### config.mk
export PLATFORM = sky130hd
export DESIGN_NAME = dram_sched
export DESIGN_NICKNAME = d
export VERILOG_FILES = /design/src/rtl/dram_sched.sv
export SDC_FILE = /design/constraint.sdc
export NUM_CORES = 1
export LEC_CHECK = 0
export ABC_CLOCK_PERIOD_IN_PS = 3700
export CAP_MARGIN = 15
export CORE_MARGIN = 1.5
export CORE_UTILIZATION = 40
export DETAILED_ROUTE_END_ITERATION = 10
export PLACE_DENSITY = 0.57
export SYNTH_ARGS = -nofsm -noshare
export SYNTH_HDL_FRONTEND = slang
export SYNTH_SLANG_ARGS = --single-unit
### constraint.sdc
create_clock -name clk -period 3.7 [get_ports clk]
set_clock_uncertainty 0.05 [all_clocks]
set_input_delay 0.555 -clock clk [delete_from_list [all_inputs] [get_ports clk]]
set_output_delay 0.555 -clock clk [all_outputs]
set_load 0.01 [all_outputs]
### src/rtl/dram_sched.sv
// In-order DRAM request scheduler: queues requests, decodes bank group/bank/row/column,
// tracks open rows per bank and hands one classified command at a time to the sequencer.
package dram_sched_pkg;
  typedef enum logic [1:0] {
    NULL  = 2'd0,
    HIT   = 2'd1,
    MISS  = 2'd2,
    EMPTY = 2'd3
  } dram_policy_t;
endpackage

module dram_sched
  import dram_sched_pkg::*;
#(
  parameter int unsigned QDEPTH = 16
) (
  input  logic                      clk,
  input  logic                      reset,
  input  logic                      req_valid,
  output logic                      req_ready,
  input  logic [1:0]                req_op,
  input  logic [32:0]               req_addr,
  output logic                      cmd_valid,
  input  logic                      cmd_ready,
  output dram_policy_t              cmd_policy,
  output logic [1:0]                cmd_op,
  output logic [1:0]                cmd_bg,
  output logic [1:0]                cmd_bank,
  output logic [14:0]               cmd_row,
  output logic [10:0]               cmd_col,
  input  logic                      cmd_done,
  output logic [$clog2(QDEPTH):0]   q_count
);

  localparam int unsigned PW = $clog2(QDEPTH);
  localparam logic [PW:0] C_DEPTH = (PW + 1)'(QDEPTH);

  localparam logic [1:0] S_IDLE     = 2'd0;
  localparam logic [1:0] S_CLASSIFY = 2'd1;
  localparam logic [1:0] S_ISSUE    = 2'd2;
  localparam logic [1:0] S_WAIT     = 2'd3;

  logic [1:0]    r_state;
  logic [PW-1:0] r_wr_ptr;
  logic [PW-1:0] r_rd_ptr;
  logic [PW:0]   r_count;

  // Only addr[32:3] is meaningful, so the low three bits are not stored.
  logic [29:0]   r_fifo_addr [QDEPTH];
  logic [1:0]    r_fifo_op   [QDEPTH];

  logic [15:0]   r_open;
  logic [14:0]   r_row [16];

  dram_policy_t  r_cmd_policy;
  logic [1:0]    r_cmd_op;
  logic [1:0]    r_cmd_bg;
  logic [1:0]    r_cmd_bank;
  logic [14:0]   r_cmd_row;
  logic [10:0]   r_cmd_col;

  logic          w_push;
  logic          w_pop;
  logic [1:0]    w_req_op;
  logic [29:0]   w_head;
  logic [1:0]    w_head_op;
  logic [14:0]   w_row;
  logic [10:0]   w_col;
  logic [1:0]    w_bg;
  logic [1:0]    w_bank;
  logic [3:0]    w_idx;
  logic [3:0]    w_cmd_idx;
  dram_policy_t  w_policy;
  logic          w_unused_addr_lsb;

  assign req_ready = (r_count < C_DEPTH);
  assign q_count   = r_count;
  assign cmd_valid = (r_state == S_ISSUE);

  assign cmd_policy = r_cmd_policy;
  assign cmd_op     = r_cmd_op;
  assign cmd_bg     = r_cmd_bg;
  assign cmd_bank   = r_cmd_bank;
  assign cmd_row    = r_cmd_row;
  assign cmd_col    = r_cmd_col;

  assign w_push            = req_valid && req_ready;
  assign w_pop             = (r_state == S_ISSUE) && cmd_ready;
  assign w_req_op          = (req_op == 2'd3) ? 2'd0 : req_op;
  assign w_unused_addr_lsb = ^req_addr[2:0];

  // Head decode; bit positions are req_addr positions shifted down by 3.
  assign w_head    = r_fifo_addr[r_rd_ptr];
  assign w_head_op = r_fifo_op[r_rd_ptr];
  assign w_row     = w_head[29:15];
  assign w_col     = {w_head[14:7], w_head[2:0]};
  assign w_bank    = w_head[6:5];
  assign w_bg      = w_head[4:3];
  assign w_idx     = {w_bg, w_bank};
  assign w_cmd_idx = {r_cmd_bg, r_cmd_bank};

  always_comb begin
    w_policy = EMPTY;
    if (r_open[w_idx]) begin
      w_policy = (r_row[w_idx] == w_row) ? HIT : MISS;
    end
  end

  always_ff @(posedge clk) begin
    if (w_push) begin
      r_fifo_addr[r_wr_ptr] <= req_addr[32:3];
      r_fifo_op[r_wr_ptr]   <= w_req_op;
    end
  end

  always_ff @(posedge clk) begin
    if (reset) begin
      r_wr_ptr <= '0;
      r_rd_ptr <= '0;
      r_count  <= '0;
    end else begin
      if (w_push) begin
        r_wr_ptr <= r_wr_ptr + PW'(1);
      end
      if (w_pop) begin
        r_rd_ptr <= r_rd_ptr + PW'(1);
      end
      case ({w_push, w_pop})
        2'b10:   r_count <= r_count + (PW + 1)'(1);
        2'b01:   r_count <= r_count - (PW + 1)'(1);
        default: r_count <= r_count;
      endcase
    end
  end

  always_ff @(posedge clk) begin
    if (reset) begin
      r_state      <= S_IDLE;
      r_open       <= '0;
      r_cmd_policy <= NULL;
      r_cmd_op     <= '0;
      r_cmd_bg     <= '0;
      r_cmd_bank   <= '0;
      r_cmd_row    <= '0;
      r_cmd_col    <= '0;
      for (int unsigned i = 0; i < 16; i++) begin
        r_row[i] <= '0;
      end
    end else begin
      case (r_state)
        S_IDLE: begin
          if (r_count != '0) begin
            r_state <= S_CLASSIFY;
          end
        end
        S_CLASSIFY: begin
          r_cmd_policy <= w_policy;
          r_cmd_op     <= w_head_op;
          r_cmd_bg     <= w_bg;
          r_cmd_bank   <= w_bank;
          r_cmd_row    <= w_row;
          r_cmd_col    <= w_col;
          r_state      <= S_ISSUE;
        end
        S_ISSUE: begin
          if (cmd_ready) begin
            r_open[w_cmd_idx] <= 1'b1;
            r_row[w_cmd_idx]  <= r_cmd_row;
            r_state           <= S_WAIT;
          end
        end
        S_WAIT: begin
          if (cmd_done) begin
            r_state <= S_IDLE;
          end
        end
        default: r_state <= S_IDLE;
      endcase
    end
  end

endmodule

==> flow_metrics.py, run 1 <==
metrics = {
    "yosys": {
        "synth-seq-area-share_pct": 70.9,
        "synth_top_area_share_pct": 66.8,
        "synth_ff_type": "edfxtp_1",
        "syn_avg_cell_area_um2": 16.9,
        "netlist_instances": 2005,
        "async_flop_share_pct": 0,
        "yosys_warnings": 0,
        "ys_ff_latch": 821,
        "yosysTopAreaCell": "edfxtp_1",
        "syn-cell-area_um2": 33800,
        "syn_nets": 2060,
        "synth_cell_types": 71,
        "netlist_top_cells_area": "edfxtp_1 (67%), mux4_2 (8.9%), and2_1 (4.5%)",
        "synth-edff-count": 752,
    },
    "sta": {
        "timing.final.ws_setup_ns": -0.0742,
        "tightest_slew_ns": 0.948,
        "post-route-period-util_pct": 102,
        "rsz0062_at_grt": "yes",
        "relSlewSlack_pct": 36.7,
        "finalSetupViolations": 1,
        "hold_viol": 0,
        "slew_violations": 0,
        "fin_crit_ns": 3.77,
        "timing.fmax_mhz": 265,
    },
    "pwr": {
        "p_total_mw": 22.9,
        "ir_worst_vdd_mv": 0.415,
        "power_density_nw_per_um2": 565,
        "leakage_nw": 13.8,
    },
    "clocking": {
        "clk_pin_slew_ns": 0.06,
        "clockRootBuffer": "clkbuf_16",
        "hold_buffers": 0,
        "cts_max_path_buffers": 3,
        "clock_latency_ns": 0.65,
        "cts_tree": "yes",
        "htreeDepth": 3,
        "cts-buffers-inserted": 86,
        "cts.sinks": 821,
    },
    "global_route": {
        "grt_pass1_wl_um": 126000,
        "overflow": 0,
        "grt_max_degree": 50,
        "antenna_found_initial": 4,
        "first_global_vias": 19200,
        "grt_usage_pct": 20.0,
    },
    "final_layout": {
        "seqCellArea_um2": 24000,
        "fin_nets": 2312,
        "multi_input_area_um2": 9400,
        "n_fill_cell": 7053,
        "areaGrowthSynthToFinish_pct": 19.7,
        "drive_gt1_share_pct": 23.6,
        "post-route-util_pct": 48.3,
        "fin_cells": 3461,
        "stdcell_area_um2": 40500,
    },
    "placed_design": {
        "gp_congestion": 0.850,
        "dpl-instance-area_um2": 37100,
        "pre_cts_slack_ns": -0.320,
        "dpl.cell_count": 3276,
        "hpwl_um": 52200,
        "port_buffers": 77,
    },
    "critical_path": {
        "cp_slowest_stage_delay_ns": 0.56,
        "cp_data_required_time_ns": 4.21,
        "crit_path_cell_trace": "mux4_2 > mux2i_4 > a21oi_4 > buf_12 > mux2_1 > o22ai_2 > a221o_1 > a221oi_1 > or4_4 > or4b_4 > a211oi_2",
        "path_buf_inv": 1,
        "startpoint_type": "register",
        "crit_path_max_fanout": 12,
        "endpoint_kind": "register",
        "worstPathArrival_ns": 4.28,
        "cpMaxStageDelayCell": "mux4_2",
        "critPathTopFamily": "multiplexers",
        "crit_type": "register to register",
    },
    "die": {
        "num_rows": 106,
        "io_pins": 81,
        "die_h_um": 294,
        "die_w_um": 294,
        "die_area_um2": 86200,
        "core_um2": 83700,
        "start_util_pct": 40.4,
    },
    "run": {
        "maxCapViolations": 0,
    },
    "routing": {
        "dr_total_vias": 18500,
        "wl_per_cell_um": 24.7,
        "wl_um": 85400,
        "initialDrtViolationCount": 1608,
        "vias_per_cell": 5.35,
        "ant_nets": 0,
        "drc": 0,
        "dr.pass1.iters": 7,
    },
    "hold_path": {
        "worstHoldPathType": "input pin to register",
    },
    "status": {
        "status": "complete, but fails checks",
        "violations": "setup timing",
    },
}
cell type report:
cell class	instances	area share, %
Clock inverter	44	1.25
Inverter	17	0.167
Multi-Input combinational cell	1047	23.2
Clock buffer	113	5.77
Timing Repair Buffer	284	6.80
Tap cell	1134	3.51
Antenna cell	1	0.00619
Sequential cell	821	59.3
registers in the layout (all words and copies together) (netlist names), named ones only:
signal and cells:
cmd_op 2, r_rd_ptr 4, cmd_col 11, cmd_bg 2, cmd_bank 2, r_wr_ptr 4
r_open 16, r_row 240, q_count 5, r_fifo_addr 480, cmd_row 15, r_fifo_op 32
r_state 2, cmd_policy 2
worst register-to-register path: stages, from the launching register on:
cell	delay [ns]
dfxtp_4	0.43
mux4_2	0.56
mux2i_4	0.26
a21oi_4	0.14
buf_12	0.18
mux2_1	0.32
o22ai_2	0.18
a221o_1	0.24
a221oi_1	0.12
or4_4	0.55
or4b_4	0.49
a211oi_2	0.18
power breakdown:
group          switching (mW)  internal, mW
sequential              0.277          10.4
combinational            1.92          1.62
clock                    3.61          5.03
cells in the final DEF, fill, tap and decap left out, drive strengths merged, types with 4 or more instances in the layout:
| cell | netlist | routed |
|---|---|---|
| clkdlybuf4s50 | 0 | 76 |
| a32o | 4 | 4 |
| clkinv | 3 | 32 |
| nand2 | 182 | 183 |
| a211oi | 4 | 4 |
| a22oi | 9 | 9 |
| xor2 | 12 | 12 |
| xnor2 | 13 | 13 |
| mux2 | 7 | 7 |
| inv | 14 | 19 |
| bufinv | 0 | 8 |
| a21oi | 27 | 27 |
| and3 | 5 | 5 |
| o21ai | 17 | 17 |
| nor3 | 14 | 14 |
| nand4 | 18 | 18 |
| mux4 | 151 | 151 |
| buf | 55 | 208 |
| nand2b | 6 | 6 |
| nor2 | 95 | 95 |
| dfxtp | 69 | 69 |
| or2 | 5 | 5 |
| a221oi | 8 | 8 |
| edfxtp | 752 | 752 |
| ha | 14 | 14 |
| nor2b | 5 | 5 |
| and2 | 242 | 242 |
| clkbuf | 66 | 113 |
| a21o | 19 | 19 |
| a32oi | 21 | 21 |
| mux2i | 85 | 85 |
| a31oi | 5 | 5 |
| o22ai | 4 | 4 |
| nand3 | 38 | 38 |
routing by layer:
layer | GRT usage (%) | vias up | routed length (um)
met5 | 0 | - | 43
met4 | 5.43 | 6 | 1910
met3 | 2.89 | 119 | 4280
met2 | 33.9 | 514 | 42600
met1 | 26.9 | 9651 | 36500
li1 | - | 8226 | -
repair_timing:
item,CTS,global route
pin swaps,20,11
buffers inserted,20,7
endpoints found under the setup margin,2,2
cloned,1,0
resized for setup,47,14
synthesized netlist by cell type, drive strengths merged, types with 17 or more instances:
cell type / n
nand2: 182
a32oi: 21
a21oi: 27
mux4: 151
clkbuf: 66
buf: 55
edfxtp: 752
nor2: 95
and2: 242
a21o: 19
mux2i: 85
dfxtp: 69
nand3: 38
nand4: 18
o21ai: 17
per-stage QoR:
stage | TNS [ns] | hold slack (ns)
5_1_grt | -0.247 | 0.178
4_1_cts | -0.0912 | 0.152
3_5_place_dp | -0.390 | 0.389
3_3_place_gp | -0.427 | 0.385
6_report | -0.0742 | 0.170
2_1_floorplan | -0.0766 | 0.376
final timing paths:
| check | startpoint | end | slack [ns] | cells after the start |
|---|---|---|---|---|
| hold reg to reg | r_open[15] | r_open[15] | 0.40 | 1 |
| hold / removal | reset | cmd_bank[0] | 0.17 | 2 |
| setup / recovery | register | cmd_policy[0] | -0.07 | 11 |
| setup reg to reg | register | cmd_policy[0] | -0.07 | 11 |
cells by family after synthesis:
family | Yosys count | share of synthesized area [%]
AO/OA/AOI/OAI | 138 | 3.06
XOR/XNOR | 25 | 0.648
adder cells (fa/ha/maj) | 15 | 0.578
buffers and inverters | 138 | 2.20
flip-flops | 821 | 70.9
multiplexers | 243 | 13.1
AND/OR/NAND/NOR | 625 | 9.54
Note: power is estimated with default switching activity, not from simulation.
==> run 2, diff against run 1 <==
Settings changed: GPL_TIMING_DRIVEN set to 1.
==> results of run 2 <==
The final DEF is identical to that of run 1; final timing and power are the same.
